File: config.mk
export PLATFORM = sky130hd
export DESIGN_NAME = wb_bus_ctrl
export DESIGN_NICKNAME = d
export VERILOG_FILES = /design/src/rtl/wb_bus_ctrl.sv
export SDC_FILE = /design/constraint.sdc
export NUM_CORES = 1
export LEC_CHECK = 0
export BUFFER_PORTS_ARGS = -buffer_cell sky130_fd_sc_hd__buf_4
export CORE_AREA = 2 2 145 147
export DETAILED_ROUTE_END_ITERATION = 16
export DIE_AREA = 0 0 147 149
export GPL_TIMING_DRIVEN = 0
export HOLD_SLACK_MARGIN = 0.06
export PLACE_DENSITY_LB_ADDON = 0.2
export SETUP_SLACK_MARGIN = 0.5
export SLEW_MARGIN = 30
export SYNTH_ARGS = -nofsm -noshare
export SYNTH_HDL_FRONTEND = slang
export SYNTH_SLANG_ARGS = --single-unit
File: constraint.sdc
create_clock -name sys_clk -period 10.9 [get_ports sys_clk]
set_input_delay 1.635 -clock sys_clk [delete_from_list [all_inputs] [get_ports sys_clk]]
set_output_delay 1.635 -clock sys_clk [all_outputs]
set_load 0.02 [all_outputs]
File: src/rtl/wb_bus_ctrl.sv
// Wishbone slave-side bus controller: routes ZAP CPU cycles to MADAM/CLIO registers
// or the external memory port, with wait states, registered ack and a memory watchdog.
module wb_bus_ctrl #(
  parameter logic [31:0] MADAM_BASE = 32'h03300000,
  parameter logic [31:0] CLIO_BASE  = 32'h03400000,
  parameter int unsigned REG_WAIT   = 1,
  parameter int unsigned TIMEOUT    = 255,
  parameter logic [31:0] ERR_DATA   = 32'hBADACCE5
) (
  input  logic        sys_clk,
  input  logic        i_reset,
  input  logic        i_wb_cyc,
  input  logic        i_wb_stb,
  input  logic        i_wb_we,
  input  logic [31:0] i_wb_adr,
  input  logic [31:0] i_wb_dat,
  input  logic [3:0]  i_wb_sel,
  output logic [31:0] o_wb_dat,
  output logic        o_wb_ack,
  output logic        madam_rd,
  output logic        madam_wr,
  output logic        clio_rd,
  output logic        clio_wr,
  output logic [31:0] reg_addr,
  output logic [31:0] reg_wdata,
  input  logic [31:0] madam_dout,
  input  logic [31:0] clio_dout,
  output logic        mem_req,
  output logic        mem_we,
  output logic [31:0] mem_addr,
  output logic [31:0] mem_wdata,
  output logic [3:0]  mem_sel,
  input  logic [31:0] mem_rdata,
  input  logic        mem_ack,
  output logic        bus_err,
  output logic [31:0] err_addr
);

  typedef enum logic [1:0] {IDLE, REG, MEM, ACK} state_t;

  localparam logic [3:0]  WAIT_INIT = 4'(REG_WAIT);
  localparam logic [15:0] TMO_LAST  = 16'(TIMEOUT - 1);

  state_t      state_q;
  logic [31:0] addr_q;
  logic [31:0] wdat_q;
  logic [3:0]  sel_q;
  logic        we_q;
  logic        madam_sel_q;
  logic [3:0]  wcnt_q;
  logic [15:0] tcnt_q;
  logic [31:0] rdat_q;
  logic        ack_q;
  logic        madam_rd_q, madam_wr_q, clio_rd_q, clio_wr_q;
  logic        mem_req_q;
  logic        bus_err_q;
  logic [31:0] err_addr_q;

  logic hit_madam, hit_clio;

  assign hit_madam = (i_wb_adr[31:16] == MADAM_BASE[31:16]);
  assign hit_clio  = (i_wb_adr[31:16] == CLIO_BASE[31:16]);

  // Ack is raised on the edge leaving ACK, so IDLE must ignore the master while it is still high.
  always_ff @(posedge sys_clk or posedge i_reset) begin
    if (i_reset) begin
      state_q     <= IDLE;
      addr_q      <= '0;
      wdat_q      <= '0;
      sel_q       <= '0;
      we_q        <= 1'b0;
      madam_sel_q <= 1'b0;
      wcnt_q      <= '0;
      tcnt_q      <= '0;
      rdat_q      <= '0;
      ack_q       <= 1'b0;
      madam_rd_q  <= 1'b0;
      madam_wr_q  <= 1'b0;
      clio_rd_q   <= 1'b0;
      clio_wr_q   <= 1'b0;
      mem_req_q   <= 1'b0;
      bus_err_q   <= 1'b0;
      err_addr_q  <= '0;
    end else begin
      madam_rd_q <= 1'b0;
      madam_wr_q <= 1'b0;
      clio_rd_q  <= 1'b0;
      clio_wr_q  <= 1'b0;
      ack_q      <= 1'b0;
      case (state_q)
        IDLE: begin
          if (i_wb_cyc && i_wb_stb && !ack_q) begin
            addr_q <= i_wb_adr;
            wdat_q <= i_wb_dat;
            sel_q  <= i_wb_sel;
            we_q   <= i_wb_we;
            if (hit_madam || hit_clio) begin
              state_q     <= REG;
              wcnt_q      <= WAIT_INIT;
              madam_sel_q <= hit_madam;
              madam_rd_q  <= hit_madam & ~i_wb_we;
              madam_wr_q  <= hit_madam & i_wb_we;
              clio_rd_q   <= hit_clio & ~i_wb_we;
              clio_wr_q   <= hit_clio & i_wb_we;
            end else begin
              state_q   <= MEM;
              tcnt_q    <= '0;
              mem_req_q <= 1'b1;
            end
          end
        end
        REG: begin
          if (wcnt_q == 4'd0) begin
            if (!we_q) rdat_q <= madam_sel_q ? madam_dout : clio_dout;
            state_q <= ACK;
          end else begin
            wcnt_q <= wcnt_q - 4'd1;
          end
        end
        MEM: begin
          if (mem_ack) begin
            if (!we_q) rdat_q <= mem_rdata;
            mem_req_q <= 1'b0;
            state_q   <= ACK;
          end else if (tcnt_q == TMO_LAST) begin
            if (!we_q) rdat_q <= ERR_DATA;
            if (!bus_err_q) begin
              bus_err_q  <= 1'b1;
              err_addr_q <= addr_q;
            end
            mem_req_q <= 1'b0;
            state_q   <= ACK;
          end else begin
            tcnt_q <= tcnt_q + 16'd1;
          end
        end
        ACK: begin
          ack_q   <= i_wb_cyc;
          state_q <= IDLE;
        end
        default: state_q <= IDLE;
      endcase
    end
  end

  assign o_wb_dat  = rdat_q;
  assign o_wb_ack  = ack_q;
  assign madam_rd  = madam_rd_q;
  assign madam_wr  = madam_wr_q;
  assign clio_rd   = clio_rd_q;
  assign clio_wr   = clio_wr_q;
  assign reg_addr  = addr_q;
  assign reg_wdata = wdat_q;
  assign mem_req   = mem_req_q;
  assign mem_we    = we_q;
  assign mem_addr  = addr_q;
  assign mem_wdata = wdat_q;
  assign mem_sel   = sel_q;
  assign bus_err   = bus_err_q;
  assign err_addr  = err_addr_q;

endmodule
# Word-level counts from Yosys, hierarchy flattened

Cells that the tools add are included.

Register bits after elaboration: 163
Latch bits: 0
RAM bits: 0
Memory bits (read-only): 0
Output and inout bits: 204
Word-level logic and storage cells: 101
Memories kept: 0

Add/sub/neg operators: 2
Multipliers: 0
Divide/modulo/power cells: 0
$lt $le $gt $ge: 0
Equal/unequal tests: 16
Shift-type cells: 0
Muxes and demuxes: 41
Bitwise gates (word level): 7
Reductions and logical operators: 18

Operators with widths:

| operator                | count |
|---|---|
| $mux W32                | 7 |
| $mux W16                | 4 |
| $pmux W32 S2            | 1 |
| $eq A16 B10 Y1 const B  | 2 |
| $pmux W16 S2            | 1 |
| $ne A2 B2 Y1 const B    | 9 |
| $mux W1                 | 17 |
| $add A16 B1 Y16 const B | 1 |
| $eq A16 B8 Y1 const B   | 1 |
| $mux W4                 | 3 |
| $reduce_and A4 Y1       | 3 |
| $mux W2                 | 5 |
| $reduce_and A5 Y1       | 2 |
| $reduce_and A3 Y1       | 3 |
| $pmux W2 S4             | 1 |
| $pmux W4 S2             | 1 |
| $reduce_bool A2 Y1      | 3 |
| $and A1 B1 Y1           | 4 |
| $eq A2 B2 Y1 const B    | 2 |
| $logic_not A4 Y1        | 1 |
| $sub A4 B1 Y4 const B   | 1 |
| $ne A3 B3 Y1 const B    | 1 |
| $not A1 Y1              | 3 |
| $eq A2 B1 Y1 const B    | 1 |
| other kinds (6)         | 7 |

# Logic depth before layout (Yosys ltp)

Word-level depth: 5
Depth in mapped cells: 9

# Least setup slack after synthesis

No wires, ideal clock.

Path kind: input-to-reg
Start: in i_wb_adr[17]
End: reg wcnt_q[1]
Data arrival time: 3.393 ns
Required time: 10.822 ns
Path slack: 7.429 ns
Cell stages on the path: 5
Buffers on the path: 0
Cell sequence: or4_4 -> or4_4 -> o32a_4 -> or2_4 -> o2bb2ai_1

Cells in the longest elaborated chain, start to end: 4
Elaborated cells on any way between the ends: 5
Classes of those cells: eq/ne (3); reduce/logical (2)

RTL lines:

| item                                   | line   | RTL |
|---|---|---|
| start, declared                        | 15     | `input logic [31:0] i_wb_adr,` |
| $eq A16 B10 Y1 (on tied branches)      | 61, 62 |  |
| $logic_or A1 B1 Y1 (*)                 | 97     | `if (hit_madam \|\| hit_clio) begin` |
| $ne A2 B2 Y1 (no source line) (*)      | -      |  |
| $reduce_and A4 Y1 (no source line) (*) | -      |  |
| end signal, assigned                   | 117    | `wcnt_q <= wcnt_q - 4'd1;` |
| end, declared                          | 50     | `logic [3:0] wcnt_q;` |

Every way passes the cells marked *; elsewhere a longest branch is shown, timed or not.
A chain may end at the register's enable or synchronous reset.

# Worst setup path after layout

Start: in i_wb_adr[17]
End: reg tcnt_q[5]

Cells in the longest elaborated chain, start to end: 4
Elaborated cells on any way between the ends: 5
Classes of those cells: eq/ne (3); reduce/logical (2)

RTL lines:

| item                                   | line   | RTL |
|---|---|---|
| $eq A16 B10 Y1 (on tied branches)      | 61, 62 |  |
| $logic_or A1 B1 Y1 (*)                 | 97     |  |
| $ne A2 B2 Y1 (no source line) (*)      | -      |  |
| $reduce_and A5 Y1 (no source line) (*) | -      |  |
| end signal, assigned                   | 134    | `tcnt_q <= tcnt_q + 16'd1;` |
| end, declared                          | 51     | `logic [15:0] tcnt_q;` |

Marks and branches as above.

==> impl_metrics.py <==
metrics = {
    "setup_path": {
        "timing.critical_path.max_delay_family": "simple AND/OR/NAND/NOR gates",
        "worst_ep_arrival_time_ps": 3760,
        "worstReg2RegStart": "state_q[0]",
        "type_of_the_setup_path_with_the_least_slack": "in2reg",
        "crit_top_cell": "sky130_fd_sc_hd__or4_4",
        "critical_path.n_buffers_inverters": 2,
        "timing.critical_path.from": "i_wb_adr[17]",
        "critical_path_required_ps": 11200,
        "worst_setup_path_start_kind": "input port",
        "critical-path-max-stage-delay_ps": 580,
        "setup.worst_path.end_class": "flop",
        "crit_chain": "buf_4 -> or4_4 -> or4_4 -> a21oi_2 -> clkbuf_1 -> or4_1 -> nand3_1",
        "crit_path_max_fanout": 10,
        "crit_slowest_cell": "sky130_fd_sc_hd__or4_4",
    },
    "clock_network": {
        "cts.hold.buffers_added": 0,
        "cts_root_buffer": "sky130_fd_sc_hd__clkbuf_16",
        "tritoncts_num_sinks": 163,
        "post_cts.resized_instances": 0,
        "numCtsBuffers": 17,
        "htreeDepth": 4,
        "setup_fix_bufs_post_cts": 0,
        "cts_tree": "yes",
        "clk_pin_slew_ps": 60,
        "cts.path.max_buffers": 2,
        "worst_skew_pair.late_latency_ps": 440,
    },
    "global_routing": {
        "antenna_violations_before_repair": 0,
        "grt_pass1_wl_mm": 37.6,
        "grt.overflow.total": 0,
        "globalRouteTotalUtil_pct": 22.3,
        "first_global_vias": 6687,
        "maximum_number_of_pins_on_one_net_before_global_route_repair": 86,
    },
    "sta": {
        "grt_setup_unrepaired": "false",
        "worst_clock_skew_ps": 12.1,
        "final.setup.tns_ps": 0,
        "max_slew_margin_pct": 34.2,
        "finalWorstPathRequiredPeriod_ps": 3460,
        "report.final.slew_viol_count": 0,
        "max_freq_ghz": 0.289,
        "hold_violations": 0,
        "finish_stage_setup_viols": 0,
        "tightestPinTransition_ps": 987,
        "period_share_pct": 31.8,
    },
    "yosys": {
        "syn_nets": 841,
        "share_of_the_yosys_chip_area_belonging_to_registers_pct": 51.3,
        "netlist.top_cell.by_area": "sky130_fd_sc_hd__dfrtp_1",
        "synthTopCellsByArea": "sky130_fd_sc_hd__dfrtp_1 (51%), sky130_fd_sc_hd__mux2_2 (19%), sky130_fd_sc_hd__buf_4 (6.1%)",
        "synth.cell_area_um2": 7950,
        "synth_top_cell_area_share_pct": 51.3,
        "dominantRegCellSynth": "sky130_fd_sc_hd__dfrtp_1",
        "yosysWarnings": 0,
        "netlist_instances": 662,
        "synth_edf_count": 0,
        "ys_seq_elements": 163,
        "yosysUniqueCellTypes": 46,
        "asyncSetResetFlopFracSynth_pct": 100,
        "syn-mean-instance-area_um2": 12.0,
    },
    "min_path": {
        "hold_start": "err_addr[1]",
        "min-delay-path-class": "reg2reg",
    },
    "floorplan": {
        "chipWidth_um": 147,
        "floorplan_die_area_um2": 21900,
        "floorplan.die.height_um": 149,
        "initial_core_util_pct": 38.7,
        "core_area_um2": 20600,
        "floorplan.io_pins": 374,
        "rows": 53,
    },
    "placed_design": {
        "globalplace.congestion": 0.836,
        "place.port_buffers": 373,
        "place.detailed.hpwl_mm": 19.3,
        "postPlaceCellArea_um2": 11100,
    },
    "finish": {
        "multi_input_area_um2": 3150,
        "layout.core_utilization_pct": 57.0,
        "final_design_area_no_fill_um2": 11700,
        "num-fill-cells": 1842,
        "area.sequential_um2": 4080,
        "finalNetCount": 1234,
        "final_layout_size_suffix_gt1_share_pct": 58.2,
        "antenna-diode-count": 0,
        "area_delta_synth_final_pct": 47.4,
    },
    "drt": {
        "drc_errors": 0,
        "vias_per_cell": 4.85,
        "dr.pass1.iters": 4,
        "drt-initial-drc-count": 222,
        "routed_wirelength_mm": 24.6,
        "vias_after_detailed_routing": 6512,
        "ant_nets": 0,
        "drt-wirelength-per-cell_um": 18.3,
    },
    "pwr": {
        "power_leakage_nw": 5.88,
        "power-per-cell-area_nw_per_um2": 281,
        "peakVddDrop_mv": 0.150,
    },
    "run": {
        "max_cap_violations": 0,
    },
    "outcome": {
        "outcome": "finished clean",
    },
}
## cell usage in the layout (no fill, tap or decap), types with 3 or more instances in the layout
| cell | netlist | final |
|---|---|---|
| sky130_fd_sc_hd__o21ai_0 | 29 | 29 |
| sky130_fd_sc_hd__o21bai_1 | 3 | 3 |
| sky130_fd_sc_hd__nor3_1 | 5 | 4 |
| sky130_fd_sc_hd__clkbuf_1 | 14 | 14 |
| sky130_fd_sc_hd__o211ai_1 | 4 | 4 |
| sky130_fd_sc_hd__inv_8 | 0 | 5 |
| sky130_fd_sc_hd__inv_6 | 0 | 5 |
| sky130_fd_sc_hd__clkinvlp_4 | 0 | 3 |
| sky130_fd_sc_hd__dfrtp_1 | 163 | 163 |
| sky130_fd_sc_hd__clkbuf_16 | 0 | 17 |
| sky130_fd_sc_hd__ha_1 | 9 | 9 |
| sky130_fd_sc_hd__nand2_1 | 26 | 26 |
| sky130_fd_sc_hd__buf_1 | 9 | 9 |
| sky130_fd_sc_hd__nand3_1 | 13 | 13 |
| sky130_fd_sc_hd__and2_1 | 3 | 3 |
| sky130_fd_sc_hd__o22ai_1 | 19 | 19 |
| sky130_fd_sc_hd__nand4_1 | 4 | 4 |
| sky130_fd_sc_hd__mux2_2 | 134 | 134 |
| sky130_fd_sc_hd__a21oi_1 | 11 | 11 |
| sky130_fd_sc_hd__mux2i_1 | 37 | 37 |
| sky130_fd_sc_hd__buf_2 | 5 | 5 |
| sky130_fd_sc_hd__or4_1 | 11 | 11 |
| sky130_fd_sc_hd__buf_4 | 65 | 438 |
| sky130_fd_sc_hd__nor2_1 | 19 | 19 |
| sky130_fd_sc_hd__inv_1 | 30 | 29 |
| sky130_fd_sc_hd__o31ai_1 | 11 | 11 |
| sky130_fd_sc_hd__nand4b_1 | 3 | 3 |
| sky130_fd_sc_hd__nand2b_1 | 7 | 7 |
## flip-flops by register name, summed over array words and instances (netlist names), 2 cells and up
| name | count |
|---|---|
| mem_addr | 32 |
| tcnt_q | 16 |
| mem_sel | 4 |
| wcnt_q | 4 |
| o_wb_dat | 32 |
| state_q | 2 |
| err_addr | 32 |
| mem_wdata | 32 |
## cell usage after synthesis, types with 2 or more instances
master / n
sky130_fd_sc_hd__mux2i_1: 37
sky130_fd_sc_hd__and2_1: 3
sky130_fd_sc_hd__ha_1: 9
sky130_fd_sc_hd__nand2b_1: 7
sky130_fd_sc_hd__o21ai_0: 29
sky130_fd_sc_hd__nand4b_1: 3
sky130_fd_sc_hd__nand3_1: 13
sky130_fd_sc_hd__clkbuf_1: 14
sky130_fd_sc_hd__buf_2: 5
sky130_fd_sc_hd__o211ai_1: 4
sky130_fd_sc_hd__or4_4: 2
sky130_fd_sc_hd__or4_1: 11
sky130_fd_sc_hd__mux2_2: 134
sky130_fd_sc_hd__o21ba_2: 2
sky130_fd_sc_hd__nand4_1: 4
sky130_fd_sc_hd__nor4b_1: 2
sky130_fd_sc_hd__nand2_1: 26
sky130_fd_sc_hd__buf_1: 9
sky130_fd_sc_hd__nor4_1: 2
sky130_fd_sc_hd__inv_1: 30
sky130_fd_sc_hd__nor3b_1: 2
sky130_fd_sc_hd__o22ai_1: 19
sky130_fd_sc_hd__o31ai_1: 11
sky130_fd_sc_hd__o21bai_1: 3
sky130_fd_sc_hd__dfrtp_1: 163
sky130_fd_sc_hd__o21ai_1: 2
sky130_fd_sc_hd__nor2_1: 19
sky130_fd_sc_hd__buf_4: 65
sky130_fd_sc_hd__a21oi_1: 11
sky130_fd_sc_hd__nor3_1: 5
## per-stage QoR
step	worst slack (ps)	std cells	hold slack (ps)	power [mW]
floorplan	4860	662	475	1.98
detailed placement	7040	1311	477	2.71
CTS	7450	1343	497	3.33
global placement	2780	1310	470	2.69
finish	7440	1343	507	3.29
global route	7380	1343	518	3.48
## per-layer routing
layer  track usage (%)  vias up  routed length, µm
met1              26.0     3137               9580
met3              7.46       35               2010
met2              38.6      262              12400
li1                  -     3078                  -
met4              7.79        0                636
met5                 0        -                  0
## cell families after synthesis
family | share of synthesized area, %
AOI/OAI and AO/OA | 6.99
adders and majority gates | 1.42
buffers and inverters | 9.10
DFF | 51.3
muxes | 23.6
and+or+nand+nor | 7.57
## power breakdown
| part | switching, mW | total (mW) | internal [mW] |
|---|---|---|---|
| clock | 0.276 | 0.601 | 0.326 |
| sequential | 0.187 | 1.00 | 0.817 |
| combinational | 0.863 | 1.69 | 0.826 |
| total | 1.33 | 3.29 | 1.97 |
## final timing paths
kind	depth (start not counted)	to	slack [ps]
worst max-delay path	7	tcnt_q[5]	7440
worst min-delay path	1	err_addr[1]	510
worst max register to register	7	o_wb_dat[8]	7940
worst min register to register	1	err_addr[1]	510
max in group asynchronous	3	tcnt_q[5]	8780
min in group asynchronous	2	err_addr[13]	1260
## final cells by class
type                    instances  area share (%)
plain buffers                  94            5.21
clock inverters                15            1.39
well taps                     275            2.93
clock buffers                  17            3.63
repair buffers                374            24.1
flip-flops and latches        163            34.8
inverters                      30            1.02
multi-input cells             375            26.9
No activity file was read; power rests on OpenSTA's default activity.
